File: src/rtl/regfile_port_arbiter.sv
// Register-file port arbiter: shares the two read ports and the write port of a
// register file between NREQ requesters. Round-robin grant, one transaction in
// flight, valid/ready handshakes on both the request and the response side.
module regfile_port_arbiter #(
  parameter int NREQ        = 2,
  parameter int AW          = 5,
  parameter int DW          = 32,
  parameter bit ZERO_REG_RO = 1'b1
) (
  input  logic                 clk,
  input  logic                 rst,
  input  logic [NREQ-1:0]      req_valid,
  input  logic [NREQ-1:0]      req_write,
  input  logic [NREQ*AW-1:0]   req_addr_a,
  input  logic [NREQ*AW-1:0]   req_addr_b,
  input  logic [NREQ*DW-1:0]   req_wdata,
  output logic [NREQ-1:0]      req_ready,
  output logic [NREQ-1:0]      resp_valid,
  input  logic [NREQ-1:0]      resp_ready,
  output logic [DW-1:0]        resp_data_a,
  output logic [DW-1:0]        resp_data_b,
  output logic [AW-1:0]        rf_rd1_addr,
  output logic [AW-1:0]        rf_rd2_addr,
  input  logic [DW-1:0]        rf_rd1_data,
  input  logic [DW-1:0]        rf_rd2_data,
  output logic                 rf_wr_en,
  output logic [AW-1:0]        rf_wr_addr,
  output logic [DW-1:0]        rf_wr_data,
  output logic                 busy
);

  localparam int PW = (NREQ > 2) ? 2 : 1;

  typedef enum logic [1:0] {
    S_IDLE   = 2'd0,
    S_ACCESS = 2'd1,
    S_RESP   = 2'd2
  } state_e;

  state_e          state_q;
  logic [PW-1:0]   rr_ptr_q;
  logic [PW-1:0]   owner_q;
  logic            wr_q;
  logic [NREQ-1:0] resp_valid_q;
  logic [DW-1:0]   resp_data_a_q, resp_data_b_q;
  logic [AW-1:0]   rf_rd1_addr_q, rf_rd2_addr_q, rf_wr_addr_q;
  logic [DW-1:0]   rf_wr_data_q;
  logic            rf_wr_en_q;
  logic            busy_q;

  // Arbitration result and the winner's request fields
  logic            win_found;
  logic [PW-1:0]   win_idx;
  logic [PW:0]     scan;
  logic            wr_d;
  logic [AW-1:0]   addr_a_d, addr_b_d;
  logic [DW-1:0]   wdata_d;
  logic [PW-1:0]   rr_ptr_d;

  // Round-robin search: first valid requester at or above rr_ptr, wrapping
  always_comb begin
    win_found = 1'b0;
    win_idx   = '0;
    scan      = '0;
    for (int k = 0; k < NREQ; k++) begin
      scan = {1'b0, rr_ptr_q} + (PW+1)'(k);
      if (scan >= (PW+1)'(NREQ)) scan = scan - (PW+1)'(NREQ);
      if (!win_found && req_valid[scan[PW-1:0]]) begin
        win_found = 1'b1;
        win_idx   = scan[PW-1:0];
      end
    end
  end

  // Mux out the winner's request fields and the pointer after the current owner
  always_comb begin
    wr_d     = req_write[win_idx];
    addr_a_d = req_addr_a[win_idx*AW +: AW];
    addr_b_d = req_addr_b[win_idx*AW +: AW];
    wdata_d  = req_wdata[win_idx*DW +: DW];
    rr_ptr_d = (owner_q == PW'(NREQ-1)) ? '0 : owner_q + PW'(1);
  end

  // Grant is the only combinational output; forced low while reset is asserted
  assign req_ready = (rst && (state_q == S_IDLE) && win_found)
                   ? (NREQ'(1) << win_idx) : '0;

  // Transaction FSM; every other output is a register updated here
  always_ff @(posedge clk or negedge rst) begin
    if (!rst) begin
      state_q       <= S_IDLE;
      rr_ptr_q      <= '0;
      owner_q       <= '0;
      wr_q          <= 1'b0;
      resp_valid_q  <= '0;
      resp_data_a_q <= '0;
      resp_data_b_q <= '0;
      rf_rd1_addr_q <= '0;
      rf_rd2_addr_q <= '0;
      rf_wr_addr_q  <= '0;
      rf_wr_data_q  <= '0;
      rf_wr_en_q    <= 1'b0;
      busy_q        <= 1'b0;
    end else begin
      case (state_q)
        S_IDLE: begin
          if (win_found) begin
            // Load the port registers at accept so they are live during ACCESS
            owner_q       <= win_idx;
            wr_q          <= wr_d;
            rf_rd1_addr_q <= addr_a_d;
            rf_rd2_addr_q <= addr_b_d;
            if (wr_d) begin
              rf_wr_addr_q <= addr_a_d;
              rf_wr_data_q <= wdata_d;
              rf_wr_en_q   <= !(ZERO_REG_RO && (addr_a_d == '0));
            end
            busy_q  <= 1'b1;
            state_q <= S_ACCESS;
          end
        end
        S_ACCESS: begin
          // Register file read is combinational; sample it at the end of ACCESS
          rf_wr_en_q    <= 1'b0;
          resp_data_a_q <= wr_q ? '0 : rf_rd1_data;
          resp_data_b_q <= wr_q ? '0 : rf_rd2_data;
          resp_valid_q  <= NREQ'(1) << owner_q;
          state_q       <= S_RESP;
        end
        S_RESP: begin
          // Only the owner's resp_ready can retire the transaction
          if (resp_ready[owner_q]) begin
            resp_valid_q <= '0;
            busy_q       <= 1'b0;
            rr_ptr_q     <= rr_ptr_d;
            state_q      <= S_IDLE;
          end
        end
        default: state_q <= S_IDLE;
      endcase
    end
  end

  assign resp_valid  = resp_valid_q;
  assign resp_data_a = resp_data_a_q;
  assign resp_data_b = resp_data_b_q;
  assign rf_rd1_addr = rf_rd1_addr_q;
  assign rf_rd2_addr = rf_rd2_addr_q;
  assign rf_wr_en    = rf_wr_en_q;
  assign rf_wr_addr  = rf_wr_addr_q;
  assign rf_wr_data  = rf_wr_data_q;
  assign busy        = busy_q;

endmodule

File: config.mk
export PLATFORM = sky130hd
export DESIGN_NAME = regfile_port_arbiter
export DESIGN_NICKNAME = d
export VERILOG_FILES = /design/src/rtl/regfile_port_arbiter.sv
export SDC_FILE = /design/constraint.sdc
export NUM_CORES = 1
export LEC_CHECK = 0
export CAP_MARGIN = 5
export CORE_ASPECT_RATIO = 0.8
export CORE_MARGIN = 3
export CORE_UTILIZATION = 40
export DETAILED_ROUTE_END_ITERATION = 10
export PLACE_DENSITY = 0.89
export SKIP_CTS_REPAIR_TIMING = 1
export SLEW_MARGIN = 5
export SYNTH_ARGS = -nofsm -noshare
export SYNTH_HDL_FRONTEND = slang
export SYNTH_SLANG_ARGS = --single-unit
export TNS_END_PERCENT = 10
File: constraint.sdc
create_clock -name clk -period 1.78 [get_ports clk]
set_input_delay 0.356 -clock clk [delete_from_list [all_inputs] [get_ports clk]]
set_output_delay 0.356 -clock clk [all_outputs]
set_load 0.01 [all_outputs]
# [Word-level counts from Yosys, hierarchy flattened]
# Index checks and enable logic that the tools add are counted.
# Widths: inputs -> output; s select.
[op_classes] shifts=5 muxes=28 n_reduce_logical=17 n_mul=1 n_addsub=4 magnitude_cmp=6 eq_ne=5
[op_table] cell="$mux 32" count=2
[op_table] cell="$shiftx 64x7->32" count=1
[op_table] cell="$shiftx 10x5->5" count=2
[op_table] cell="$mux 1" count=19
[op_table] cell="$reduce_and 3->1" count=3
[op_table] cell="$lt 1x2->1 const B" count=4
[op_table] cell="$reduce_and 2->1" count=4
[op_table] cell="$mux 2" count=3
[op_table] cell="$ne 2x2->1 const B" count=3
[op_table] cell="$pmux 2 s3" count=1
[op_table] cell="$reduce_bool 2->1" count=3
[op_table] cell="$logic_not 5->1" count=1
[op_table] cell="$mul 1x3->4 const B" count=1
[op_table] cell="$pmux 1 s2" count=2
[op_table] cell="$pmux 2 s2" count=1
[op_table] cell="$shl 1x1->2 const A" count=2
[op_table] cell="$logic_and 1x1->1" count=3
[op_table] cell="$add 1x1->2 const B" count=1
[op_table] cell="$eq 2x1->1 const B" count=1
[op_table] cell="$eq 2x2->1 const B" count=1
[op_table] cell="$ge 1x2->1 const B" count=1
[op_table] cell="$ge 2x2->1 const B" count=1
[op_table] cell="$logic_not 1->1" count=2
[op_table] cell="$logic_not 2->1" count=1
[op_table] cell="other kinds (2)" count=3
[word_totals] regBits=120 elab_cells=79 out_inout_bits=117 in_bits=156

# [Depth between registers and ports, before layout]
# Gate-level depths: netlist (run 1).
[logic_depth] ltp_word=15 depth_mapped=7 ltp_nobuf=4

# [Worst setup path after synthesis (run 1)]
# No wires, ideal clock.
[synth_path] path_kind="register -> output" startpoint="reg state_q[0]" endpoint="out req_ready[1]" path_buffers=2 setup_slack_ps=353 stages_incl_launch_ff=5 required_time_ps=1424 t_arrival_ps=1071 cell_sequence="dfrtp_1 buf_2 nor2_2 buf_2 and4_1"
[synth_via] elab_chain_len=4
[synth_rtl] element="from (decl)" line_no="40" source="state_e state_q;"
[synth_rtl] element="from (signal assigned)" line_no="91" source="state_q <= S_IDLE;"
[synth_rtl] element="from (signal assigned)" line_no="119" source="state_q <= S_ACCESS;"
[synth_rtl] element="from (signal assigned)" line_no="128" source="state_q <= S_RESP;"
[synth_rtl] element="$logic_not 2->1" line_no="85" source="assign req_ready = (rst && (state_q == S_IDLE) && win_found)"
[synth_rtl] element="$logic_and 1x1->1 (2 in series)" line_no="85"
[synth_rtl] element="$mux 2" line_no="86" source="? (NREQ'(1) << win_idx) : '0;"
[synth_rtl] element="to (decl)" line_no="17" source="output logic [NREQ-1:0] req_ready,"
# No other way between the ends.

# [Worst setup path after layout (run 1)]
[layout_path] startpoint="reg state_q[0]" endpoint="out req_ready[0]"
# Same word-level chain as after synthesis.

==> impl_results.rst, run 1 <==
.. list-table::
   :header-rows: 1

   * - Metric
     - Value
   * - Cell Area, Placed
     - 8298 sq um
   * - Sum of buffers and inverters on the critical path
     - 2
   * - Cell family with most CP delay
     - flip-flops
   * - Required time at the worst-slack endpoint
     - 1.42 ns
   * - Min-delay worst type
     - in -> async
   * - Initial Utilization
     - 41.32%
   * - Antenna violations before repair
     - 0
   * - Share of total power in the clock network
     - 21.7%
   * - Number of cells traversed by the worst register-to-register path
     - 6
   * - Setup Viol. Count Final
     - 0
   * - CP Max Fanout
     - 3
   * - Num rows
     - 37
   * - Minimum clock period
     - 1.763 ns
   * - Worst skew pair latency
     - 0.41 ns
   * - # placed instances
     - 958
   * - Combinational group share of total power
     - between 40 and 50%
   * - Slew margin rel.
     - between 60 and 70%
   * - Launching element type of the critical path
     - register
   * - Switching power total
     - 5.183 mW
   * - Ratio of routed vias to standard cells
     - 4.880
   * - Iter 0 DRT Violations
     - roughly 230
   * - Worst Max-Slew Pin Slew
     - 0.5375 ns
   * - P_leak
     - ~3.8 nW
   * - Share of synthesized area occupied by flip-flops and latches
     - 55.87%
   * - Core outline area
     - roughly 13000 sq um
   * - Clock Pin Slew Worst Setup and Hold Paths
     - 0.05 ns
   * - Slowest stage cell on the critical path
     - dfrtp_1
   * - Final routed DRC violation total
     - 0
   * - Number of failing hold endpoints at the final stage
     - 0
   * - Estimated wirelength of the detail-placed design
     - around 12 mm
   * - Count of final max-slew check failures
     - 0
   * - Capture point of the worst reg-to-reg path
     - rf_wr_data[1]$_DFFE_PN0P_
   * - Worst setup skew after layout
     - 0.009634 ns
   * - Sequence of cells on the critical path
     - nor2_4, o21ai_2, inv_1, and3_4, buf_6
   * - Number of global-route vias before repair
     - 4761
   * - Design Power
     - 14.71 mW
   * - Share of post-route cells with drive strength above 1
     - 7.956%
   * - Total inserted antenna cells
     - 0
   * - Number of synthesized register bits
     - 120
   * - Synth Net Count
     - 692
   * - Final period util
     - 99.05%
   * - Gate count after technology mapping
     - 536
   * - Count of placed standard cells in the final layout, fillers left out
     - 992
   * - Register share of total power
     - a little under a third
   * - First-pass GRT wire length
     - 24.14 mm
   * - Total Die Area
     - 14870 sq um
   * - Maximum vdd ir drop
     - 772.2 uV
   * - R2R Setup Slk
     - 0.18 ns
   * - Total clock sinks
     - 120
   * - Distinct cells, synth
     - 31
   * - DIE WIDTH
     - 135.6 um
   * - Gr ovfl total
     - 0
   * - Internal power of the cells
     - between 9 and 10 mW
   * - Via Count
     - 4841
   * - Worst R2R Start
     - rr_ptr_q$_DFFE_PN0P_
   * - Area growth, synth to finish
     - 65.43%
   * - H-tree depth
     - 4
   * - Switching part of the total
     - 35.23%
   * - Number of detailed-routing iterations run before antenna repair
     - 4
   * - PwrDens
     - between 1500 and 2000 nW/um^2
   * - Type of the worst setup path
     - reg -> out
   * - Drt wl/cell
     - ~16 um
   * - Core Util, Final
     - 68.36%
   * - Die Ht
     - 109.7 um
   * - Num CTS Buffers
     - 17
   * - Netlist area before placement
     - 5375 sq um
   * - Final nets
     - 960
   * - CTS tree
     - done
   * - Final antenna-violating net count
     - 0
   * - All-Layer GR Usage
     - 20.74%
   * - CTS Root Cell
     - clkbuf_16
   * - Number of buffers between clock root and the deepest sink
     - 2
   * - Total detailed-routing wirelength
     - 15.82 mm
   * - Crit path largest cell delay
     - around 0.4 ns
   * - Signal arrival time at the worst endpoint
     - 1.41 ns
   * - Final estimated routing congestion in global placement
     - 0.8120
   * - Total negative slack
     - 0 ns
   * - FMAX
     - roughly 570 MHz
   * - Maxcap violations
     - 0
   * - Maximum number of pins on one net before global-route repair
     - 73
   * - Status
     - finished, final reports clean
   * - Input/output buffers
     - 272
   * - Number of ports placed on the die boundary
     - 273
   * - Mean instance size in the synthesized netlist
     - about 10 sq um
   * - Fill cells
     - 1003
   * - Critical Path Sink Type
     - output port
   * - Unrepaired setup endpoints after global routing
     - true
   * - Area of all placed cells without fillers
     - just under 9000 sq um
   * - Warning count from the yosys run
     - 0
[worst max-delay path by stage]
stage,from,end,slack [ns],cells past startpoint
3_5_place_dp,req_valid[0],req_ready[0],-0.43,5
2_1_floorplan,state_q[0]$_DFFE_PN0P_,req_ready[1],0.35,4
4_1_cts,state_q[1]$_DFFE_PN0P_,req_ready[0],-0.47,5
6_report,state_q[0]$_DFFE_PN0P_,req_ready[0],0.02,5
5_1_grt,state_q[0]$_DFFE_PN0P_,req_ready[0],-0.05,5
3_3_place_gp,req_valid[0],req_ready[0],-0.40,5
[cell usage after synthesis, drive strengths merged]
cell / count / area [sq um]
a21o: 1 / 7.510
nand2b: 67 / 426.7
a32o: 2 / 21.27
o21bai: 1 / 7.510
nand3: 1 / 5.000
nand2: 87 / 334.1
buf: 25 / 153.9
clkbuf: 20 / 75.07
a211oi: 1 / 7.510
mux2: 1 / 11.26
a31oi: 37 / 231.5
o2bb2ai: 1 / 8.760
and2: 1 / 6.260
or4: 2 / 15.01
a221oi: 1 / 8.760
and3: 1 / 6.260
nor2: 5 / 21.27
a21oi: 39 / 195.2
dfrtp: 120 / 3003
inv: 1 / 3.750
mux2i: 42 / 420.4
nor2b: 1 / 6.260
and4: 1 / 8.760
o21ai: 78 / 390.4
[per-stage QoR]
step	hold WS (ns)	setup slack, ns
3_3_place_gp	0.4595	-0.3983
6_report	0.04925	0.01690
3_5_place_dp	0.4691	-0.4284
5_1_grt	0.08773	-0.04652
2_1_floorplan	0.06041	0.3531
4_1_cts	0.05508	-0.4708
[metal layers]
metal / global-route usage [%] / vias up / part of all wire [%]
li1: - / 2393 / -
met1: 24.25 / 2224 / 39
met2: 35.05 / 200 / 49
met3: 8.509 / 24 / 11
met4: 6.691 / 0 / 1.7
met5: 0 / - / 0
[sequential cells by signal (all words and copies together), names as in the netlist, 2 cells and up]
| name | count |
|---|---|
| resp_data_a | 32 |
| resp_data_b | 32 |
| rf_wr_data | 32 |
| rf_rd1_addr | 5 |
| rf_rd2_addr | 5 |
| rf_wr_addr | 5 |
| resp_valid | 2 |
| state_q | 2 |
[cells by family after synthesis]
kind of cell / count (synthesis) / share of synthesized area (%)
buffers and inverters: 46 / 4.330
muxes: 43 / 8.031
DFF: 120 / 55.87
AOI/OAI and AO/OA: 161 / 16.34
and+or+nand+nor: 166 / 15.43
[power groups by stage]
stage	clock network, mW	logic, mW	registers [mW]
floorplan	0	2.68	5.18
global placement	0	6.70	4.62
detailed placement	0	6.84	4.68
CTS	3.26	6.86	4.66
global route	3.40	7.49	4.80
finish	3.19	6.87	4.64
[area by class of cell]
cell class                      count  area (sq um)  area share [%]
Sequential cell                   120          3003           33.77
Inverter                            1         3.754         0.04221
Multi-Input combinational cell    370          2161           24.30
Tap cell                          175         219.0           2.462
Clock inverter                     15         130.1           1.463
Clock buffer                       17         425.4           4.784
Timing Repair Buffer              294          2950           33.18
[cell usage in the layout (no fill, tap or decap), types with 2 or more instances in the layout]
| master | synthesis | routed |
|---|---|---|
| inv_6 | 0 | 2 |
| or4_1 | 2 | 2 |
| nand2b_4 | 1 | 2 |
| nor2_1 | 4 | 4 |
| mux2i_1 | 42 | 42 |
| buf_12 | 0 | 4 |
| nand2b_1 | 66 | 65 |
| o21ai_0 | 77 | 77 |
| dfrtp_1 | 120 | 120 |
| nand2_1 | 86 | 86 |
| clkinv_2 | 0 | 5 |
| clkinvlp_4 | 0 | 3 |
| a31oi_1 | 37 | 37 |
| buf_4 | 4 | 15 |
| clkdlybuf4s50_1 | 0 | 269 |
| clkbuf_16 | 0 | 17 |
| buf_6 | 3 | 4 |
| clkinv_4 | 0 | 4 |
| a21oi_1 | 39 | 39 |
No activity file was read; power rests on OpenSTA's default activity.
==> run 2: changes to the inputs <==
--- a/config.mk
+++ b/config.mk
@@ -13,2 +13,3 @@
 export PLACE_DENSITY = 0.89
+export RECOVER_POWER = 25
 export SKIP_CTS_REPAIR_TIMING = 1
==> constraint.sdc (replaced) <==
create_clock -name clk -period 1.78 [get_ports clk]
set_input_delay 0.267 -clock clk [delete_from_list [all_inputs] [get_ports clk]]
set_output_delay 0.267 -clock clk [all_outputs]
set_load 0.02 [all_outputs]
==> run 2 against run 1 <==
Compared with the run above: final cell count is the same; routed wire length down 0.32%; critical path depth is the same; utilization decreased by 0.19 points; sequential cell count is the same; power up 5.8%; clock power rose by 2%; largest cell class unchanged; largest power group unchanged.
==> impl_results.rst, run 2 (synthesis results as in run 1) <==
.. list-table::
   :header-rows: 1

   * - Metric
     - Value
   * - Combinational group share of total power
     - 49.3%
   * - Launching element type of the critical path
     - register
   * - Maximum vdd ir drop
     - 909.1 uV
   * - Number of buffers between clock root and the deepest sink
     - 2
   * - Area of all placed cells without fillers
     - 8867 sq um
   * - Type of the worst setup path
     - reg -> out
   * - CTS tree
     - done
   * - Count of placed standard cells in the final layout, fillers left out
     - 992
   * - Total inserted antenna cells
     - 0
   * - Number of failing hold endpoints at the final stage
     - 0
   * - Num CTS Buffers
     - 17
   * - Number of global-route vias before repair
     - 4669
   * - Switching power total
     - 5.987 mW
   * - Post-place setup slack
     - -0.2849 ns
   * - Switching part of the total
     - approximately 38%
   * - Setup Viol. Count Final
     - 0
   * - Die Ht
     - about 110 um
   * - Share of total power in the clock network
     - 20.9%
   * - PwrDens
     - roughly 1800 nW/um^2
   * - Share of post-route cells with drive strength above 1
     - 7.222%
   * - P_leak
     - around 3.8 nW
   * - Register share of total power
     - about 30%
   * - Initial Utilization
     - 41.32%
   * - CP Max Fanout
     - 3
   * - Antenna violations before repair
     - 0
   * - H-tree depth
     - 4
   * - Core Util, Final
     - between 60% and 70%
   * - Total negative slack
     - 0 ns
   * - Ratio of routed vias to standard cells
     - about 4.9
   * - Status
     - finished, final reports clean
   * - Total clock sinks
     - 120
   * - DIE WIDTH
     - 135.6 um
   * - Total detailed-routing wirelength
     - between 15 and 20 mm
   * - Maximum number of pins on one net before global-route repair
     - 72
   * - Final routed DRC violation total
     - 0
   * - Worst Max-Slew Pin Slew
     - between 0.9 and 1 ns
   * - Total Die Area
     - 14870 sq um
   * - Area growth, synth to finish
     - 64.97%
   * - Most common cell after layout, fill and taps aside
     - clkdlybuf4s50_1
   * - Number of ports placed on the die boundary
     - 273
   * - Cell Area, Placed
     - 8318 sq um
   * - Final estimated routing congestion in global placement
     - 0.8021
   * - First-pass GRT wire length
     - 24.26 mm
   * - Maxcap violations
     - 0
   * - Hold Slack
     - 0.4254 ns
   * - Number of detailed-routing iterations run before antenna repair
     - 4
   * - Design Power
     - 15.56 mW
   * - Start point of the critical path
     - state_q[1]$_DFFE_PN0P_
   * - Final period util
     - 95.65%
   * - Iter 0 DRT Violations
     - 196
   * - Final nets
     - 960
   * - Worst skew pair latency
     - 0.40 ns
   * - Worst R2R Start
     - rr_ptr_q$_DFFE_PN0P_
   * - Worst setup skew after layout
     - about 0.0061 ns
   * - Start point of the worst min-delay path
     - rf_rd2_data[15]
   * - Minimum clock period
     - 1.703 ns
   * - Min-delay worst type
     - in -> reg
   * - Core outline area
     - about 13000 sq um
   * - Input/output buffers
     - around 270
   * - Via Count
     - 4879
   * - Gr ovfl total
     - 0
   * - Commonest cells after routing, fill and taps aside
     - 269 x clkdlybuf4s50_1, 120 x dfrtp_1, 86 x nand2_1, 77 x o21ai_0, 65 x nand2b_1
   * - Clock Pin Slew Worst Setup and Hold Paths
     - 0.06 ns
   * - Count of final max-slew check failures
     - 0
   * - Required time at the worst-slack endpoint
     - between 1.5 and 2 ns
   * - Signal arrival time at the worst endpoint
     - 1.44 ns
   * - Slew margin rel.
     - a little over a third
   * - All-Layer GR Usage
     - between 20% and 30%
   * - Post-layout worst setup margin
     - between 0.07 and 0.08 ns
   * - # placed instances
     - 959
   * - Fill cells
     - 1005
   * - Final antenna-violating net count
     - 0
   * - Critical Path Sink Type
     - output port
   * - Unrepaired setup endpoints after global routing
     - false
   * - Num rows
     - 37
   * - Internal power of the cells
     - 9.574 mW
   * - Estimated wirelength of the detail-placed design
     - 11.57 mm
   * - FMAX
     - a little under 600 MHz
   * - Drt wl/cell
     - 15.89 um
   * - CTS Root Cell
     - clkbuf_16
run 2: changes by cell type in the layout (fill, tap and decap cells not counted), moves of 2 or more:
cell,before,now
clkbuf_2,0,3
clkbuf_1,0,3
buf_6,4,1
clkinvlp_4,3,5
clkinv_4,4,1
inv_6,2,0
run 2: final timing paths:
kind                            cells past startpoint                          end  slack (ns)
worst max-delay path                                5                 req_ready[0]        0.08
worst min-delay path                                3  resp_data_b[15]$_DFFE_PN0P_        0.43
worst max register to register                      6   rf_wr_data[26]$_DFFE_PN0P_        0.14
worst min register to register                      2   resp_data_b[7]$_DFFE_PN0P_        0.47
max in group asynchronous                           4   resp_data_b[7]$_DFFE_PN0P_        0.23
min in group asynchronous                           3   rf_rd1_addr[0]$_DFFE_PN0P_        0.56
run 2: final cells by class:
cell class | instances | area [sq um] | share of cell area [%]
Clock buffer | 19 | 432.9 | 4.882
Clock inverter | 13 | 131.4 | 1.482
Inverter | 1 | 3.754 | 0.04233
Multi-Input combinational cell | 370 | 2152 | 24.27
Sequential cell | 120 | 3003 | 33.86
Tap cell | 175 | 219.0 | 2.469
Timing Repair Buffer | 294 | 2925 | 32.99
run 2: critical path, stage by stage, from the launching register on:
cell	delay (ns)
dfrtp_1	0.40
nor2_4	0.14
o21ai_1	0.09
inv_1	0.07
and3_1	0.19
buf_4	0.15
run 2: routing by layer:
layer | vias to the layer above | routed length [um] | GRT usage [%]
met1 | 2270 | 6256 | 24.26
met4 | 0 | 323 | 7.986
li1 | 2386 | - | -
met2 | 197 | 7578 | 34.84
met3 | 26 | 1606 | 8.005
met5 | - | 0 | 0
run 2: power by group through the flow:
stage	Sequential (mW)	Combinational [mW]	Clock [mW]
2_1_floorplan	6.06	2.68	0
3_3_place_gp	4.62	7.62	0
3_5_place_dp	4.67	7.77	0
4_1_cts	4.65	7.80	3.32
5_1_grt	4.81	8.32	3.45
6_report	4.64	7.66	3.25
